## src/rtl/clock_set_controller_pkg.sv

```systemverilog
// clock_set_controller_pkg: field select codes and mode states shared by the time-setting controller
package clock_set_controller_pkg;
  localparam logic [1:0] SELECT_SEC  = 2'd0;
  localparam logic [1:0] SELECT_MIN  = 2'd1;
  localparam logic [1:0] SELECT_HOUR = 2'd2;
  // Distinct from every field code so the Clock ignores increment while running
  localparam logic [1:0] SELECT_NONE = 2'd3;
  typedef enum logic [1:0] {ST_RUN, ST_SET_HOUR, ST_SET_MIN, ST_SET_SEC} state_t;
  function automatic logic [1:0] select_of(input state_t s);
    return s == ST_SET_HOUR ? SELECT_HOUR : s == ST_SET_MIN ? SELECT_MIN :
           s == ST_SET_SEC ? SELECT_SEC : SELECT_NONE;
  endfunction
  function automatic state_t next_mode(input state_t s);
    return s == ST_RUN ? ST_SET_HOUR : s == ST_SET_HOUR ? ST_SET_MIN :
           s == ST_SET_MIN ? ST_SET_SEC : ST_RUN;
  endfunction
endpackage

```

## src/rtl/clock_set_controller_button_debouncer.sv

```systemverilog
// button_debouncer: 2-FF synchronizer, stability counter and one-cycle press pulse for a raw button
module button_debouncer #(
  parameter int DEBOUNCE_CYC = 1_000_000
) (
  input  logic clk100MHz,
  input  logic reset,
  input  logic btn_raw,
  output logic level,
  output logic press
);
  localparam int CW = $clog2(DEBOUNCE_CYC + 1);
  logic [1:0] sync_ff;
  logic [CW-1:0] cnt;
  // Counter runs only while the synced input disagrees with the debounced level
  always_ff @(posedge clk100MHz or posedge reset) begin
    if (reset) begin
      sync_ff <= '0;
      cnt     <= '0;
      level   <= 1'b0;
      press   <= 1'b0;
    end else begin
      sync_ff <= {sync_ff[0], btn_raw};
      press   <= 1'b0;
      if (sync_ff[1] == level) begin
        cnt <= '0;
      end else if (cnt == CW'(DEBOUNCE_CYC)) begin
        cnt   <= '0;
        level <= sync_ff[1];
        press <= sync_ff[1];
      end else begin
        cnt <= cnt + CW'(1);
      end
    end
  end
endmodule

```

## src/rtl/clock_set_controller.sv

```systemverilog
// clock_set_controller: MODE/INC buttons to Clock field select, increment pulses, auto-repeat, timeout, blink
module clock_set_controller
  import clock_set_controller_pkg::*;
#(
  parameter int DEBOUNCE_CYC   = 1_000_000,
  parameter int HOLD_CYC       = 50_000_000,
  parameter int REPEAT_CYC     = 10_000_000,
  parameter int TIMEOUT_CYC    = 1_000_000_000,
  parameter int BLINK_HALF_CYC = 25_000_000
) (
  input  logic       clk100MHz,
  input  logic       reset,
  input  logic       btn_mode,
  input  logic       btn_inc,
  output logic [1:0] select,
  output logic       increment,
  output logic       setting,
  output logic       blink
);
  localparam int REP_MAX = HOLD_CYC > REPEAT_CYC ? HOLD_CYC : REPEAT_CYC;
  localparam int RW = $clog2(REP_MAX + 1);
  localparam int TW = $clog2(TIMEOUT_CYC + 1);
  localparam int BW = $clog2(BLINK_HALF_CYC + 1);
  state_t state, state_n;
  logic mode_level_unused, mode_press, inc_level, inc_press;
  logic armed, first, in_set, rep_hit, timeout_hit, inc_fire;
  logic [RW-1:0] rep_cnt;
  logic [TW-1:0] idle;
  logic [BW-1:0] blink_cnt;
  button_debouncer #(.DEBOUNCE_CYC(DEBOUNCE_CYC)) u_mode (
    .clk100MHz(clk100MHz), .reset(reset), .btn_raw(btn_mode), .level(mode_level_unused), .press(mode_press)
  );
  button_debouncer #(.DEBOUNCE_CYC(DEBOUNCE_CYC)) u_inc (
    .clk100MHz(clk100MHz), .reset(reset), .btn_raw(btn_inc), .level(inc_level), .press(inc_press)
  );
  // The clearing edge counts as the first idle cycle, so a SET state lasts exactly TIMEOUT_CYC idle cycles
  always_comb begin
    in_set      = state != ST_RUN;
    timeout_hit = in_set && idle == TW'(TIMEOUT_CYC - 1);
    rep_hit     = armed && inc_level && rep_cnt == (first ? RW'(HOLD_CYC) : RW'(REPEAT_CYC));
    inc_fire    = in_set && !mode_press && !timeout_hit && (inc_press || rep_hit);
    state_n     = mode_press ? next_mode(state) : timeout_hit ? ST_RUN : state;
  end
  always_ff @(posedge clk100MHz or posedge reset) begin
    if (reset) state <= ST_RUN;
    else state <= state_n;
  end
  always_ff @(posedge clk100MHz or posedge reset) begin
    if (reset) begin
      select    <= SELECT_NONE;
      increment <= 1'b0;
      setting   <= 1'b0;
      blink     <= 1'b0;
      armed     <= 1'b0;
      first     <= 1'b0;
      rep_cnt   <= '0;
      idle      <= '0;
      blink_cnt <= '0;
    end else begin
      select    <= select_of(state_n);
      setting   <= state_n != ST_RUN;
      increment <= inc_fire;
      armed     <= inc_fire && inc_press ? 1'b1 : armed && inc_level && !mode_press && state_n != ST_RUN;
      first     <= inc_fire ? inc_press : first;
      rep_cnt   <= inc_fire ? RW'(1) : rep_cnt == RW'(REP_MAX) ? rep_cnt : rep_cnt + RW'(1);
      idle      <= (state_n == ST_RUN || mode_press || inc_press || inc_fire) ? '0 :
                   idle == TW'(TIMEOUT_CYC) ? idle : idle + TW'(1);
      if (state_n == ST_RUN) begin
        blink     <= 1'b0;
        blink_cnt <= '0;
      end else if (state_n != state || inc_fire) begin
        blink     <= 1'b1;
        blink_cnt <= BW'(1);
      end else if (blink_cnt == BW'(BLINK_HALF_CYC)) begin
        blink     <= ~blink;
        blink_cnt <= BW'(1);
      end else begin
        blink_cnt <= blink_cnt + BW'(1);
      end
    end
  end
endmodule

```

## config.mk

```make
export PLATFORM = sky130hd
export DESIGN_NAME = clock_set_controller
export DESIGN_NICKNAME = d
export VERILOG_FILES = /design/src/rtl/clock_set_controller_pkg.sv /design/src/rtl/clock_set_controller_button_debouncer.sv /design/src/rtl/clock_set_controller.sv
export SDC_FILE = /design/constraint.sdc
export NUM_CORES = 1
export LEC_CHECK = 0
export ABC_AREA = 0
export CAP_MARGIN = 20
export CORE_MARGIN = 2
export CORE_UTILIZATION = 45
export CTS_BUF_LIST = sky130_fd_sc_hd__clkbuf_4 sky130_fd_sc_hd__clkbuf_8
export CTS_CLUSTER_DIAMETER = 50
export DETAILED_ROUTE_END_ITERATION = 6
export PLACE_DENSITY = 0.67
export SETUP_SLACK_MARGIN = 0.05
export SLEW_MARGIN = 10
export SYNTH_ARGS = -nofsm -noshare
export SYNTH_HDL_FRONTEND = slang
export SYNTH_SLANG_ARGS = --single-unit
```

## constraint.sdc

```tcl
create_clock -name clk100MHz -period 5.52 [get_ports clk100MHz]
set_input_delay 1.104 -clock clk100MHz [delete_from_list [all_inputs] [get_ports clk100MHz]]
set_output_delay 1.104 -clock clk100MHz [all_outputs]
set_load 0.005 [all_outputs]
```

Yosys cells after proc, flatten, opt, wreduce, memory -nomap -nowiden:

Cells that the tools add are included.

* bits of input ports: 4
* word-level logic and storage cells: 94
* output and inout port bits: 5
* bits in registers: 138

* bitwise logic cells: 3
* add/sub/neg operators: 5
* equality and inequality tests: 17
* reductions and logical operators: 23
* multiplexer cells: 28

Operators with widths (number)
* $mux W20: 4
* $mux W26: 3
* $mux W25: 3
* $eq A30 B30 Y1 const B: 2
* $mux W30: 2
* $add A20 B1 Y20 const B: 2
* $eq A20 B20 Y1 const B: 2
* $add A30 B1 Y30 const B: 1
* $add A26 B1 Y26 const B: 1
* $eq A26 B26 Y1: 1
* $eq A26 B26 Y1 const B: 1
* $add A25 B1 Y25 const B: 1
* $eq A25 B25 Y1 const B: 1
* $mux W2: 8
* $logic_and A1 B1 Y1: 9
* $mux W1: 8
* $eq A2 B2 Y1 const B: 3
* $logic_or A1 B1 Y1: 5
* $eq A2 B1 Y1 const B: 2
* $logic_not A2 Y1: 2
* $ne A2 B2 Y1 const B: 2
* $reduce_and A2 Y1: 2
* $reduce_bool A2 Y1: 2
* $not A1 Y1: 3
* 4 further kinds: 6

Logic depth before layout (Yosys ltp):

* depth after elaboration: 10
* depth in mapped cells: 9
* mapped depth without buffers: 7

Hierarchy:

From an unflattened synthesis, not the netlist that was laid out.

* cells, all modules: 752
* area, all modules: 7208.2 um2

Modules (own cells, without submodules)
* clock_set_controller: cells an instance 508, sequential area each 2254.7 um2, area an instance 4790.8 um2, instances 1
* button_debouncer: cells an instance 122, sequential area each 600.6 um2, area an instance 1208.7 um2, instances 2

Least setup slack after synthesis:

No wires, ideal clock.

* kind: register -> register
* from: register state[0]
* to: register blink_cnt[0]
* data arrival time: 1921 ps
* path slack: 3470 ps
* cell stages (with the launch flop): 9
* period minus slack after synthesis: 2050 ps
* cell sequence: dfrtp_1 -> inv_1 -> ha_1 -> or2_1 -> nor4_4 -> a211oi_2 -> o21a_1 -> buf_6 -> o41a_1

* longest elaborated chain between the ends: 9

Ends and longest elaborated chain
* start: declaration: RTL line clock_set_controller.sv:24 `state_t state, state_n;`
* start signal: assignment: RTL line clock_set_controller.sv:46 `else state <= state_n;`
* $eq A2 B2 Y1: RTL line clock_set_controller_pkg.sv:15 `s == ST_SET_MIN ? ST_SET_SEC : ST_RUN;`
* $mux W2: RTL line clock_set_controller_pkg.sv:15
* $mux W2 (2 in a row): RTL line clock_set_controller_pkg.sv:14 `return s == ST_RUN ? ST_SET_HOUR : s == ST_SET_HOUR ? ST_SET_MIN :`
* $mux W2: RTL line clock_set_controller.sv:42 `state_n = mode_press ? next_mode(state) : timeout_hit ? ST_RUN : state;`
* $ne A2 B2 Y1: RTL line clock_set_controller.sv:71 `end else if (state_n != state || inc_fire) begin`
* $logic_or A1 B1 Y1: RTL line clock_set_controller.sv:71
* $mux W25: RTL line clock_set_controller.sv:71
* $mux W25 *: RTL line clock_set_controller.sv:68 `if (state_n == ST_RUN) begin`
* end signal: assignment: RTL line clock_set_controller.sv:78 `blink_cnt <= blink_cnt + BW'(1);`
* end: declaration: RTL line clock_set_controller.sv:29 `logic [BW-1:0] blink_cnt;`

Mark *: on every way between the ends. The rest lies on a longest branch, timed or not.
A chain may end at the register's enable or synchronous reset.

Worst setup path after layout:

* from: register state[1]
* to: register idle[18]

* longest elaborated chain between the ends: 10

Ends and longest elaborated chain
* $eq A2 B2 Y1: RTL line clock_set_controller_pkg.sv:15
* $mux W2: RTL line clock_set_controller_pkg.sv:15
* $mux W2 (2 in a row): RTL line clock_set_controller_pkg.sv:14
* $mux W2: RTL line clock_set_controller.sv:42
* $logic_not A2 Y1: RTL line clock_set_controller.sv:66 `idle <= (state_n == ST_RUN || mode_press || inc_press || inc_fire) ? '0 :`
* $logic_or A1 B1 Y1 (2 in a row): RTL line clock_set_controller.sv:66
* $logic_or A1 B1 Y1 *: RTL line clock_set_controller.sv:66
* $ne A2 B2 Y1 (no line) or $mux W30 (tied branches)
* end signal: assignment: RTL line clock_set_controller.sv:66
* end: declaration: RTL line clock_set_controller.sv:28 `logic [TW-1:0] idle;`

Marked as above.

==> flow_summary.yaml <==
outcome:
  outcome: "completed"
layout:
  nets: 758
  final_layout_size_suffix_gt1_share_pct: 10.73
  diodes: 0
  syn_to_final_growth_pct: 8.616
  multi_input_area_mm2: 0.003640
  register_area_mm2: 0.003456
  fillers: 1449
floorplan:
  core_area_mm2: 0.01594
  die-height_um: 132.0
  io_pins: 9
  rows: 46
  start_util_pct: 46.27
  die_area_mm2: 0.01743
  die_x_um: 132.0
detailed_routing:
  wl_per_cell_um: 14.08
  drtIter0Drc: 412
  remaining_drc_errors: 0
  avgViaCountPerCell: 5.419
  ant_nets: 0
  vias: 5262
  finalWirelength_mm: 13.67
  first_pass_iters: 5
clock_network:
  worst_skew_pair.late_latency_ps: 450
  hold_buffers: 0
  cts.sinks: 138
  cts_buffers: 17
  postCtsSetupRepairBufs: 0
  path_clk_slew_ps: 70
  clockRootBuffer: "clkbuf_8"
  h-tree-depth: 4
  cts_buffer_depth: 2
  cts_tree: "yes"
  post_cts_resized: 0
place:
  gp_congestion: 0.7970
  port_buffers: 8
  hpwl_mm: 9.129
synthesis:
  synth_area_mm2: 0.007377
  synthAdderAreaFrac_pct: 2.035
  yosys_warnings: 0
  synthXorXnorAreaFrac_pct: 13.89
  synthMuxAreaShare_pct: 0.5767
  async_flop_share_pct: 100.0
  synth.most_common_cell: "dfrtp_1"
  avgSynthCellArea_um2: 9.956
  yosys.area.top_type: "dfrtp_1"
  ys.flop_type: "dfrtp_1"
  synth-seq-cells: 138
  syn_nets: 757
  yosys.area_share.simple_pct: 31.07
  synth.area.top_cells: "dfrtp_1 (46%), xnor2_1 (8.4%), xor2_1 (5.5%), nor2_1 (4.5%), nor3_1 (4.1%)"
  synth.top_cell.area_share_pct: 46.13
  seq_area_frac_synth_pct: 46.85
  synth_top_family_by_area: "simple AND/OR/NAND/NOR gates"
  synthCells: 741
  synth_cell_types: 56
  synth-compound-area-share_pct: 1.747
  synth_common_cells: "dfrtp_1 (136), nor2_1 (89), xnor2_1 (71), nor3_1 (61), nand2_1 (51)"
  synth_enable_flop_cells: 0
worst_setup_path:
  crit_chain: "inv_1 -> ha_1 -> or2_1 -> nor4_4 -> a21oi_1 -> nand2_1 -> nor3_1"
  r2r_setup_slack_ps: 2900
  crit_type: "reg2reg"
  critical_path.max_fanout: 30
  cp_slowest_cell: "nand2_1"
  cp.arrival_ps: 2910
  crit_buf_inv: 1
  cp-end-kind: "flop"
  required_ps: 5800
  slowest_delay_ps: 800
  path_depth: 7
  critPathLaunchType: "flop"
  path_delay_family: "simple AND/OR/NAND/NOR gates"
  reg2reg_depth: 7
timing:
  skew_ps: 9.223
  fmax_ghz: 0.3812
  slew_headroom_pct: 29.89
  tightestPinTransition_ps: 1049
  min_period_ps: 2623
  setup_viol: 0
  finalHoldViolCount: 0
  whs_ps: 356.6
  rsz0062_at_grt: "no"
  maxSlewViolCount: 0
  fin_crit_sh_pct: 47.52
  setup_tns_ps: 0
global_route:
  overflow: 0
  grt_pass1_wl_mm: 24.81
  grt_max_degree: 104
  grt_pass1_vias: 5341
  antenna_found_initial: 0
  grt.total_usage_pct: 17.22
power:
  p_leak_nw: 3.105
  pwr_density_cell_mw_per_mm2: 234.4
  max-vdd-ir-drop_uv: 234.2
  p_total_mw: 1.878
run:
  max_cap_viol_count: 0
worst_hold_path:
  min_path_type: "reg2reg"
  min_path_cells: 0
-- sequential cells by signal, indices dropped and copies added, names as in the netlist, 2 cells and up --
signal and count:
u_mode.sync_ff 2, u_inc.cnt 20, blink_cnt 25, select 2, u_inc.sync_ff 2, idle 30
rep_cnt 26, u_mode.cnt 20, state 2
-- stage by stage --
stage	std cells	instance area [um^2]	worst slack, ps	util (%)
after floorplan	741	7377	723.1	-
after global placement	938	7582	2757	47.56
after detailed placement	938	7582	2727	47.56
after CTS	970	7985	2892	50.09
after global routing	971	8013	2717	50.26
final	971	8013	2897	50.26
-- report_power, final --
part	total [mW]	internal (mW)	switching [mW]
registers	1.02	1.02	0.00640
clock network	0.821	0.440	0.382
logic	0.0350	0.00782	0.0272
-- area by class of cell --
| type | count | share of cell area (%) |
|---|---|---|
| inverters | 27 | 1.327 |
| flip-flops and latches | 138 | 43.13 |
| clock inverters | 11 | 1.499 |
| clock buffers | 21 | 3.529 |
| repair buffers | 13 | 1.718 |
| well taps | 216 | 3.373 |
| multi-input cells | 545 | 45.42 |
-- placed cells by master (no fill, tap or decap), drive strengths merged, types with 4 or more instances in the layout --
cell / instances
dfrtp: 136
nor2: 89
xnor2: 71
nor3: 61
nand2: 51
xor2: 46
nand3: 46
nor4: 39
nand4: 29
inv: 27
clkbuf: 21
and3: 17
and4: 14
ha: 12
and2: 9
clkdlybuf4s50: 8
nor4b: 8
clkinv: 6
o21ai: 5
buf: 5
nor3b: 4
nand2b: 4
or2: 4
-- per-layer routing --
layer  routed length (um)  up-vias  share of wire (%)  GRT usage, %
met5                    0        -                  0             0
met4                  143        0                1.0         5.254
met3                  451       12                3.3         4.421
met2                 6592       76                 48         28.44
met1                 6481     2595                 47         22.29
li1                     -     2579                  -             -
-- final timing paths --
path,end,from
worst min-delay path,u_mode.sync_ff[1]$_DFF_PP0_,u_mode.sync_ff[0]$_DFF_PP0_
worst min register to register,u_mode.sync_ff[1]$_DFF_PP0_,u_mode.sync_ff[0]$_DFF_PP0_
worst max-delay path,idle[18]$_DFFE_PP0P_,state[1]$_DFF_PP0_
max in group asynchronous,blink_cnt[18]$_DFF_PP0_,reset
worst max register to register,idle[18]$_DFFE_PP0P_,state[1]$_DFF_PP0_
min in group asynchronous,u_inc.cnt[19]$_DFF_PP0_,reset
-- logic make-up (layout without fill, tap and decap cells) --
kind of cell / after synthesis / count (layout)
adder cells (fa/ha/maj): 12 / 12
multiplexers: 4 / 4
AND/OR/NAND/NOR: 395 / 395
XOR/XNOR: 117 / 117
flip-flops: 138 / 138
AO/OA/AOI/OAI: 17 / 17
buffers and inverters: 58 / 72
Note: power is estimated with default switching activity, not from simulation.
